==> src/rtl/mvm_uart_ctrl.sv <==
// UART-side framing controller for a matrix-vector multiplier: collects a {k, x}
// operand frame byte by byte, hands it to the datapath, and streams the result back.
module mvm_uart_ctrl #(
  parameter int R             = 2,
  parameter int C             = 2,
  parameter int W_X           = 4,
  parameter int W_K           = 2,
  parameter int W_Y_OUT       = 8,
  parameter int BITS_PER_WORD = 8
) (
  input  logic                                  clk,
  input  logic                                  rst,
  input  logic                                  s_valid,
  output logic                                  s_ready,
  input  logic [BITS_PER_WORD-1:0]              s_data,
  output logic [R*C*W_K+C*W_X-1:0]              kx_data,
  output logic                                  kx_valid,
  input  logic                                  kx_ready,
  input  logic [R*W_Y_OUT-1:0]                  y_data,
  input  logic                                  y_valid,
  output logic                                  y_ready,
  output logic [BITS_PER_WORD-1:0]              m_data,
  output logic                                  m_valid,
  input  logic                                  m_ready,
  output logic                                  busy,
  output logic [1:0]                            state_dbg
);

  localparam int W_BUS_KX   = R*C*W_K + C*W_X;
  localparam int W_BUS_Y    = R*W_Y_OUT;
  localparam int N_WORDS_KX = W_BUS_KX / BITS_PER_WORD;
  localparam int N_WORDS_Y  = W_BUS_Y / BITS_PER_WORD;
  localparam int N_MAX      = (N_WORDS_KX > N_WORDS_Y) ? N_WORDS_KX : N_WORDS_Y;
  localparam int CW         = (N_MAX > 1) ? $clog2(N_MAX) : 1;

  if ((W_BUS_KX % BITS_PER_WORD) != 0 || (W_BUS_Y % BITS_PER_WORD) != 0) begin : g_bad_width
    $error("mvm_uart_ctrl: bus widths must be whole multiples of BITS_PER_WORD");
  end

  // Every channel uses valid/ready: a transfer happens on a rising edge where both
  // are high; a valid source holds its data unchanged until that edge.
  typedef enum logic [1:0] {RX = 2'd0, REQ = 2'd1, WAIT_Y = 2'd2, TX = 2'd3} state_t;

  state_t                state, state_next;
  logic [CW-1:0]         cnt, cnt_next;
  logic [W_BUS_KX-1:0]   kx_reg, kx_next;
  logic [W_BUS_Y-1:0]    tx_buf, tx_next;

  always_ff @(posedge clk) begin
    if (rst) begin
      state  <= RX;
      cnt    <= '0;
      kx_reg <= '0;
      tx_buf <= '0;
    end else begin
      state  <= state_next;
      cnt    <= cnt_next;
      kx_reg <= kx_next;
      tx_buf <= tx_next;
    end
  end

  // Ready/valid outputs decode the state only, so no input reaches an output.
  always_comb begin
    state_next = state;
    cnt_next   = cnt;
    kx_next    = kx_reg;
    tx_next    = tx_buf;
    s_ready    = 1'b0;
    kx_valid   = 1'b0;
    y_ready    = 1'b0;
    m_valid    = 1'b0;
    unique case (state)
      RX: begin
        s_ready = 1'b1;
        if (s_valid) begin
          for (int i = 0; i < N_WORDS_KX; i++) begin
            if (cnt == CW'(i)) kx_next[i*BITS_PER_WORD +: BITS_PER_WORD] = s_data;
          end
          if (cnt == CW'(N_WORDS_KX-1)) begin
            cnt_next   = '0;
            state_next = REQ;
          end else begin
            cnt_next = cnt + CW'(1);
          end
        end
      end
      REQ: begin
        kx_valid = 1'b1;
        if (kx_ready) state_next = WAIT_Y;
      end
      WAIT_Y: begin
        y_ready = 1'b1;
        if (y_valid) begin
          tx_next    = y_data;
          cnt_next   = '0;
          state_next = TX;
        end
      end
      TX: begin
        m_valid = 1'b1;
        if (m_ready) begin
          if (cnt == CW'(N_WORDS_Y-1)) begin
            cnt_next   = '0;
            state_next = RX;
          end else begin
            cnt_next = cnt + CW'(1);
          end
        end
      end
      default: state_next = RX;
    endcase
  end

  always_comb begin
    m_data = '0;
    for (int i = 0; i < N_WORDS_Y; i++) begin
      if (cnt == CW'(i)) m_data = tx_buf[i*BITS_PER_WORD +: BITS_PER_WORD];
    end
  end

  assign kx_data   = kx_reg;
  assign busy      = (state != RX) || (cnt != '0);
  assign state_dbg = state;

endmodule

==> config.mk <==
export PLATFORM = sky130hd
export DESIGN_NAME = mvm_uart_ctrl
export DESIGN_NICKNAME = d
export VERILOG_FILES = /design/src/rtl/mvm_uart_ctrl.sv
export SDC_FILE = /design/constraint.sdc
export NUM_CORES = 1
export LEC_CHECK = 0
export CELL_PAD_IN_SITES_DETAIL_PLACEMENT = 1
export CELL_PAD_IN_SITES_GLOBAL_PLACEMENT = 1
export CORE_MARGIN = 2
export CORE_UTILIZATION = 44
export DETAILED_ROUTE_END_ITERATION = 6
export DONT_BUFFER_PORTS = 1
export GPL_TIMING_DRIVEN = 0
export HOLD_SLACK_MARGIN = 0.03
export PLACE_DENSITY_LB_ADDON = 0.1
export SETUP_SLACK_MARGIN = 0.2
export SYNTH_ARGS = -nofsm -noshare
export SYNTH_HDL_FRONTEND = slang
export SYNTH_SLANG_ARGS = --single-unit
==> constraint.sdc <==
create_clock -name clk -period 2 [get_ports clk]
set_clock_uncertainty 0.15 [all_clocks]
set_input_delay 0.3 -clock clk [delete_from_list [all_inputs] [get_ports clk]]
set_output_delay 0.3 -clock clk [all_outputs]
set_load 0.01 [all_outputs]
==> metrics.txt, run 1 <==
die boundary height 62.76 µm; Area Overhead vs Synth 27.84%; worst-case headroom to the max-slew limit 69.90%; Layout Nets 227; Total Routing Usage GR 21.52%; Peak VDD IR 0.6016 mV; post-DP HPWL 2656 µm; max-slew violations 0; RePlAce Congestion 0.6943; post-place setup slack 94.06 ps; I/O Buffers 0; synth top area cells dfxtp_1, mux2i_1, nand2_1, mux2_2, a21oi_1; IO Count 61; Num CTS Buffers 5; leakage 0.8086 nW; RSZ-0062 raised after global routing false; slew at the pin closest to its max-slew limit 451.6 ps; Antenna Cells 0; final worst slack 279.8 ps; hold path startpoint y_valid; R2R setup slack 300 ps; total negative slack 0 ps; Setup crit end kind primary output; Rows 21; met3 Usage GRT 7.387%; Startpoint Class flop; Post-CTS Setup Inserts 0; CTS tree yes; clock-pin transition on the worst setup and hold timing paths 100 ps; met2 track demand over resource 41.67%; Residual DRC 0; Synth Register Bits 35; Clk Latency, worst-skew pair 340 ps; Layout fillers 397; Reg area 706.9 µm²; most frequent cells in the layout nand2_1, dfxtp_1, dlygate4sd3_1, mux2i_1, nor2_1; layout cells sized above 1 17.10%; grt peak-use layer met2; Max Root-Sink Buffers 2; Routed Antenna Nets 0; largest area contributor in the netlist dfxtp_1; CP Max Fanout 6; Pwr per Cell Area 1117 nW/µm²; syn_nets 196; Sink Count 35; final worst path period need 1720 ps; largest net degree at the start of global routing 13; Vias 1226; core box area 3337 µm²; worst reg2reg path startpoint state_dbg[0]; number of global-route vias before repair 1400; final worst path period share 86.01%; vias per inst 5.130; initial DRC count 66; Hold Vio Cnt, Final 0; cells after synthesis 161; Cell variety after synth 23; Final setup viols 0; status finished clean; CTS root buf clkbuf_4; Die ar. 3938 µm²; DIE WIDTH 62.76 µm; Seq/Total Area, Yosys 46.13%; hold_ws 83.66 ps; Mean Syn Cell Area 9.435 µm²; Arrival @ worst endpoint 1270 ps; 1st-pass router iterations 4; WP data required 1550 ps; yosys warns 0; Worst Hold Class in2reg; Routed Wire Length 3984 µm; initial antenna violation count 0; wire per inst 16.67 µm; Max Fclk 581.3 MHz; area of the multi-input gates 763.2 µm²; post-synth top area share 46.13%; # Max-Cap Violations 0; post-synthesis cell area 1519 µm²; Starting Density 45.52%; critical path class reg2out; H-tree depth 2; CP startpoint state_dbg[0]; met1 Track Usage GR 21.25%; grt ovf 0; first-pass GRT wire length 6499 µm
[through the flow]
| step | util [%] | cells | area (µm²) | total power, mW |
|---|---|---|---|---|
| after floorplan | - | 161 | 1519 | 1.359 |
| after global placement | 47.24 | 207 | 1577 | 1.443 |
| after detailed placement | 47.24 | 207 | 1577 | 1.480 |
| after CTS | 57.86 | 239 | 1931 | 2.170 |
| after global routing | 58.19 | 239 | 1942 | 2.297 |
| final | 58.19 | 239 | 1942 | 2.169 |
[what timing repair did]
item	CTS	global route
cloned	0	0
endpoints found under the setup margin	28	20
endpoints found under the hold margin	32	0
gates resized for setup	5	4
hold buffers	24	0
[synth_stat cells]
cell / count
dfxtp_1: 35
nor4_4: 2
clkbuf_1: 3
buf_1: 1
a21oi_1: 16
ha_1: 5
nand3b_1: 1
o21bai_1: 1
buf_6: 1
nand3_2: 1
buf_2: 2
o22ai_1: 1
nand2b_1: 4
mux2_2: 8
nor2_1: 19
and2b_4: 1
buf_4: 2
inv_1: 3
and2_1: 1
nand2_1: 33
nor2b_4: 1
nor2b_2: 1
mux2i_1: 19
[report_power, final]
| group | total, mW | switching, mW | internal [mW] |
|---|---|---|---|
| sequential | 0.908 | 0.111 | 0.797 |
| clock | 0.636 | 0.248 | 0.389 |
| combinational | 0.625 | 0.324 | 0.301 |
| total | 2.17 | 0.683 | 1.49 |
[metal layers]
| metal | vias to the layer above | routed length (µm) |
|---|---|---|
| met4 | 0 | 42 |
| met5 | - | 0 |
| li1 | 591 | - |
| met3 | 4 | 246 |
| met2 | 47 | 2201 |
| met1 | 584 | 1493 |
[final cells by class]
type	instances	share of cell area (%)
Multi-Input combinational cell	114	39.30
Sequential cell	35	36.40
Timing Repair Buffer	24	12.37
Clock inverter	3	3.479
Buffer	9	2.964
Tap cell	46	2.964
Clock buffer	5	1.933
Inverter	3	0.5799
[flip-flops by register name (all words and copies together), names as in the netlist]
signal and count:
kx_data 16, tx_buf 16, state_dbg 2, cnt 1
[final timing paths]
check,end,cells past startpoint
min reg2reg,tx_buf[15],2
max reg2reg,state_dbg[1],5
max,busy,3
min,tx_buf[4],3
[logic make-up (layout without fill, tap and decap cells)]
group	after synthesis	after routing	synth area share, %
AND/OR/NAND/NOR	64	64	21.01
buffers and inverters	12	44	4.118
multiplexers	27	27	18.45
AO/OA/AOI/OAI	18	18	6.179
flip-flops	35	35	46.13
adder cells (fa/ha/maj)	5	5	4.119
[worst max-delay path, cell delays in order, from the launching register on]
cell and delay [ps]:
dfxtp_2 420, inv_1 100, ha_2 260, nand2b_1 150
Power figures use the tool's default switching activity.
==> inputs of run 2 (changes only) <==
- CAP_MARGIN: default -> 30
- CELL_PAD_IN_SITES_DETAIL_PLACEMENT: 1 -> 2
- CELL_PAD_IN_SITES_GLOBAL_PLACEMENT: 1 -> 2
- CORE_UTILIZATION: 44 -> 35
- PLACE_DENSITY: default -> 0.78
- PLACE_DENSITY_LB_ADDON: 0.1 -> default
==> run 2 against run 1 <==
Core utilization shrank 10 points. Sequential power about the same. Power decreased by 3.3%. Clock power down 14%.
==> metrics.txt, run 2 (synthesis results as in run 1) <==
worst r2r path cells 5 (unchanged); hold_ws 36.07 ps (-47.59 ps); Die ar. 4883 µm² (+24%); Routed Antenna Nets 0 (unchanged); Starting Density 37.17% (-8.3 points); DIE WIDTH 69.88 µm (+11%); I/O Buffers 0 (unchanged); Hold Crit Depth 2 (-1); Sink Count 35 (unchanged); Setup crit end kind primary output; vias per inst 5.066 (-1.2%); Max Fclk 584.7 MHz (+0.58%); grt ovf 0 (unchanged); Layout fillers 448 (+13%); status finished clean; post-DP HPWL 2876 µm (+8.3%); wire per inst 16.27 µm (-2.4%); first-pass GRT wire length 6741 µm (+3.7%); CP Max Fanout 10 (+4); Area Overhead vs Synth 28.50%; max-slew violations 0 (unchanged); area of the multi-input gates 784.5 µm² (+2.8%); final worst path period share 85.51% (-0.50 points); Hold Vio Cnt, Final 0 (unchanged); WP data required 1550 ps (about the same); Cell Int Power 1.426 mW (-4.1%); Final setup viols 0 (unchanged); initial antenna violation count 0 (unchanged); initial DRC count 30 (-55%); 1st-pass router iterations 4 (unchanged); Pwr per Cell Area 1074 nW/µm² (-3.8%); R2R setup slack 330 ps (+30 ps); number of global-route vias before repair 1377 (-1.6%); share of power burned in registers 43.3% (+1.4 points); layout cells sized above 1 19.27% (+2.2 points); Routed Wire Length 3938 µm (-1.2%); core box area 4086 µm² (+22%); slowest stage delay, CP 390 ps (-30 ps); IO Count 61 (unchanged); CP top delay family flip-flops; Antenna Cells 0 (unchanged); Psw 0.6715 mW (-1.6%); Clk Latency, worst-skew pair 270 ps (-70 ps); Peak VDD IR 0.3653 mV (-39%); WHS Endpoint kx_data[4]; Num CTS Buffers 5 (unchanged); # Max-Cap Violations 0 (unchanged); final worst path period need 1710 ps (-9.906 ps); worst flop-to-flop path endpoint cnt; Residual DRC 0 (unchanged); Cells after DPL 211 (+1.9%); RePlAce Congestion 0.7413 (+6.8%); clock-pin transition on the worst setup and hold timing paths 70 ps (-30 ps); Total Routing Usage GR 17.49% (-4.0 points); final worst slack 289.7 ps (+9.906 ps); Vias 1226 (unchanged); Max Root-Sink Buffers 2 (unchanged); CP max stage cell dfxtp_2; crit path buf inv count 1 (unchanged); Net Sw Frac 32.02% (+0.56 points); Reg area 709.4 µm² (+0.35%); worst reg2reg path startpoint state_dbg[0]; CTS tree yes; H-tree depth 2 (unchanged); post-layout total power 2.097 mW (-3.3%); slew at the pin closest to its max-slew limit 459.9 ps (+8.381 ps); Startpoint Class flop; Layout Nets 226 (-0.44%); hold path startpoint s_data[4]; worst-case headroom to the max-slew limit 69.34% (-0.56 points); most frequent cells in the layout nand2_1, dfxtp_1, dlygate4sd3_1, mux2i_1, nor2_1; Comb pwr share 30.7% (+1.9 points); crit-path cells buf_4, mux2_2; CTS root buf clkbuf_8; critical path class reg2out; post-place setup slack 64.84 ps (-29.22 ps); leakage 0.8065 nW (-0.26%); Non-Filler Instances 242 (+1.3%); Worst Hold Class in2reg; total negative slack 0 ps (unchanged); Rows 23 (+9.5%); largest net degree at the start of global routing 11 (-2); RSZ-0062 raised after global routing false; die boundary height 69.88 µm (+11%); Arrival @ worst endpoint 1260 ps (about the same); clock group share of total power 26.0% (-3.3 points)
## run 2: worst register-to-register path, stage by stage (launching register included)
cell,delay [ps]
dfxtp_4,370
ha_1,270
nor2b_2,220
nor4_4,260
mux2i_1,220
nor2_1,50
## run 2: area by class of cell
type | instances | area share (%)
multi-input combinational | 114 | 40.19
sequential | 35 | 36.35
timing repair buffer | 23 | 11.79
clock buffer | 8 | 5.128
tap | 50 | 3.205
buffer | 9 | 2.756
inverter | 3 | 0.5769
## run 2: worst max path at each step
stage / from / end / depth (start not counted)
floorplan: state_dbg[0] / cnt / 6
global route: cnt / m_data[0] / 2
finish: cnt / m_data[2] / 2
global placement: state_dbg[0] / cnt / 6
detailed placement: state_dbg[0] / state_dbg[0] / 5
CTS: cnt / m_data[0] / 2
## run 2: metrics by stage
step,utilization [%],cell area [µm²]
6_report,47.76,1952
5_1_grt,47.76,1952
4_1_cts,47.03,1922
3_5_place_dp,38.70,1582
3_3_place_gp,38.70,1582
2_1_floorplan,-,1519
## run 2: power groups by stage
stage / logic, mW / registers, mW / clock network (mW)
floorplan: 0.471 / 0.887 / 0
global placement: 0.544 / 0.910 / 0
detailed placement: 0.575 / 0.915 / 0
CTS: 0.626 / 0.902 / 0.560
global route: 0.723 / 0.926 / 0.604
finish: 0.643 / 0.908 / 0.546
## run 2: layer usage
layer / GRT usage, % / wire length (µm)
met1: 19.27 / 1587
met2: 32.06 / 2152
met3: 5.195 / 152
met4: 5.342 / 46
met5: 0 / 0
## run 2: timing repair
action                     in CTS  in global routing
setup buffers                   0                  0
hold buffers                   23                  0
setup endpoints to repair      37                 25
resized for setup               5                 10
cloned                          0                  0
hold endpoints to repair       26                  0
pin swaps                       0                  1
==> inputs of run 3 (changes only) <==
- CORE_MARGIN: 2 -> 3
==> run 3 against run 2 <==
Critical path depth is the same. First-iteration DRC count shrank 3.3%. Register-to-register slack is essentially flat. Core utilization grew 0.46 points. Flip-flop and latch count is the same. Clock power grew 21%. Non-clock buffer count is the same. Routed wire length grew 12%. Maximum frequency shrank 0.62%. Die area grew 5.8%. Critical endpoint is now m_data[0]. Highest routed layer unchanged.
==> metrics.txt, run 3 (synthesis results as in run 1) <==
max-slew violations 0 (unchanged); Layout Nets 226 (unchanged); Pwr per Cell Area 1124 nW/µm² (+4.6%); Arrival @ worst endpoint 1270 ps (about the same); worst reg2reg path startpoint state_dbg[0]; IO Count 61 (unchanged); I/O Buffers 0 (unchanged); final worst slack 279.0 ps (-10.74 ps); H-tree depth 2 (unchanged); R2R setup slack 320 ps (about the same); # Max-Cap Violations 0 (unchanged); slew at the pin closest to its max-slew limit 483.3 ps (+23.39 ps); CP max stage cell dfxtp_2; Rows 23 (unchanged); Layout fillers 431 (-3.8%); CTS root buf clkbuf_8; status finished clean; RSZ-0062 raised after global routing false; CP top delay family flip-flops; Worst Hold Class in2reg; die boundary height 71.88 µm (+2.9%); initial antenna violation count 0 (unchanged); number of global-route vias before repair 1431 (+3.9%); hold_ws 27.13 ps (-8.938 ps); Peak VDD IR 0.4609 mV (+26%); Max Fclk 581.0 MHz (-0.62%); worst flop-to-flop path endpoint state_dbg[0]; hold path startpoint s_data[6]; Post-CTS Setup Inserts 0 (unchanged); Routed Wire Length 4404 µm (+12%); final worst path period need 1721 ps (+10.74 ps); Clk Latency, worst-skew pair 290 ps (+20 ps); critical path class reg2out; Vias 1225 (-0.082%); DIE WIDTH 71.88 µm (+2.9%); total negative slack 0 ps (unchanged); 1st-pass router iterations 3 (-1); Die ar. 5166 µm² (+5.8%); slowest stage delay, CP 390 ps (about the same); vias per inst 5.062 (about the same); post-DP HPWL 3010 µm (+4.7%); CP Max Fanout 10 (unchanged); WHS Endpoint kx_data[14]; Cells after DPL 211 (unchanged); core box area 4086 µm² (unchanged); layout cells sized above 1 18.23% (-1.0 points); area of the multi-input gates 785.8 µm² (+0.16%); Starting Density 37.17% (unchanged); first-pass GRT wire length 7300 µm (+8.3%); clock-pin transition on the worst setup and hold timing paths 70 ps (about the same); Sink Count 35 (unchanged); Antenna Cells 0 (unchanged); wire per inst 18.20 µm (+12%); Max Root-Sink Buffers 2 (unchanged); post-place setup slack 54.65 ps (-10.19 ps); leakage 0.8182 nW (+1.4%); grt ovf 0 (unchanged); Hold Vio Cnt, Final 0 (unchanged); largest net degree at the start of global routing 12 (+1); worst-case headroom to the max-slew limit 67.78% (-1.6 points); Routed Antenna Nets 0 (unchanged); WP data required 1550 ps (about the same); RePlAce Congestion 0.7509 (+1.3%); Startpoint Class flop; final worst path period share 86.05% (+0.54 points); Total Routing Usage GR 18.49% (+1.0 points); Area Overhead vs Synth 29.74%; crit-path cells buf_4, mux2_2; Num CTS Buffers 5 (unchanged); Hold Crit Depth 2 (unchanged); Setup crit end kind primary output; crit path buf inv count 1 (unchanged); CTS tree yes; Residual DRC 0 (unchanged); Non-Filler Instances 242 (unchanged); Final setup viols 0 (unchanged); initial DRC count 29 (-3.3%); most frequent cells in the layout nand2_1, dfxtp_1, dlygate4sd3_1, mux2i_1, nor2_1; worst r2r path cells 4 (-1); Reg area 706.9 µm² (-0.35%)
[run 3: how the worst max path moves through the flow]
stage / startpoint / to / slack, ps / depth (start not counted)
floorplan: state_dbg[0] / cnt / 300 / 6
global placement: state_dbg[0] / cnt / 170 / 6
detailed placement: state_dbg[0] / state_dbg[0] / 50 / 5
CTS: state_dbg[0] / state_dbg[0] / 240 / 5
global route: cnt / m_data[0] / 210 / 2
finish: cnt / m_data[0] / 280 / 2
[run 3: per-layer routing]
metal	up-vias	global-route usage (%)	share of wire, %
met5	-	0	0
met4	0	3.132	0.57
met3	4	6.592	5.7
met2	34	36.84	58
met1	599	18.24	36
li1	588	-	-
[run 3: per-stage QoR]
stage	instance area [µm²]	power, mW	util [%]
2_1_floorplan	1519	1.359	-
3_3_place_gp	1582	1.451	38.70
3_5_place_dp	1582	1.495	38.70
4_1_cts	1941	2.213	47.49
5_1_grt	1971	2.344	48.22
6_report	1971	2.216	48.22
[run 3: area by class of cell]
cell class / count / share of cell area (%)
multi-input combinational: 114 / 39.87
sequential: 35 / 35.87
timing repair buffer: 23 / 11.68
clock buffer: 6 / 4.190
tap: 50 / 3.175
buffer: 9 / 2.857
clock inverter: 2 / 1.778
inverter: 3 / 0.5714
[run 3: timing repair]
action	in CTS	in global routing
endpoints found under the hold margin	26	0
setup endpoints to repair	37	17
hold buffers	23	0
gates resized for setup	6	7
gates cloned	0	0
[run 3: power breakdown]
| part | total [mW] | switching (mW) | internal [mW] | leakage (nW) |
|---|---|---|---|---|
| Sequential | 0.908 | 0.113 | 0.795 | 0.286 |
| Combinational | 0.647 | 0.337 | 0.311 | 0.471 |
| Clock | 0.660 | 0.257 | 0.403 | 0.0612 |
| Total | 2.22 | 0.707 | 1.51 | 0.818 |
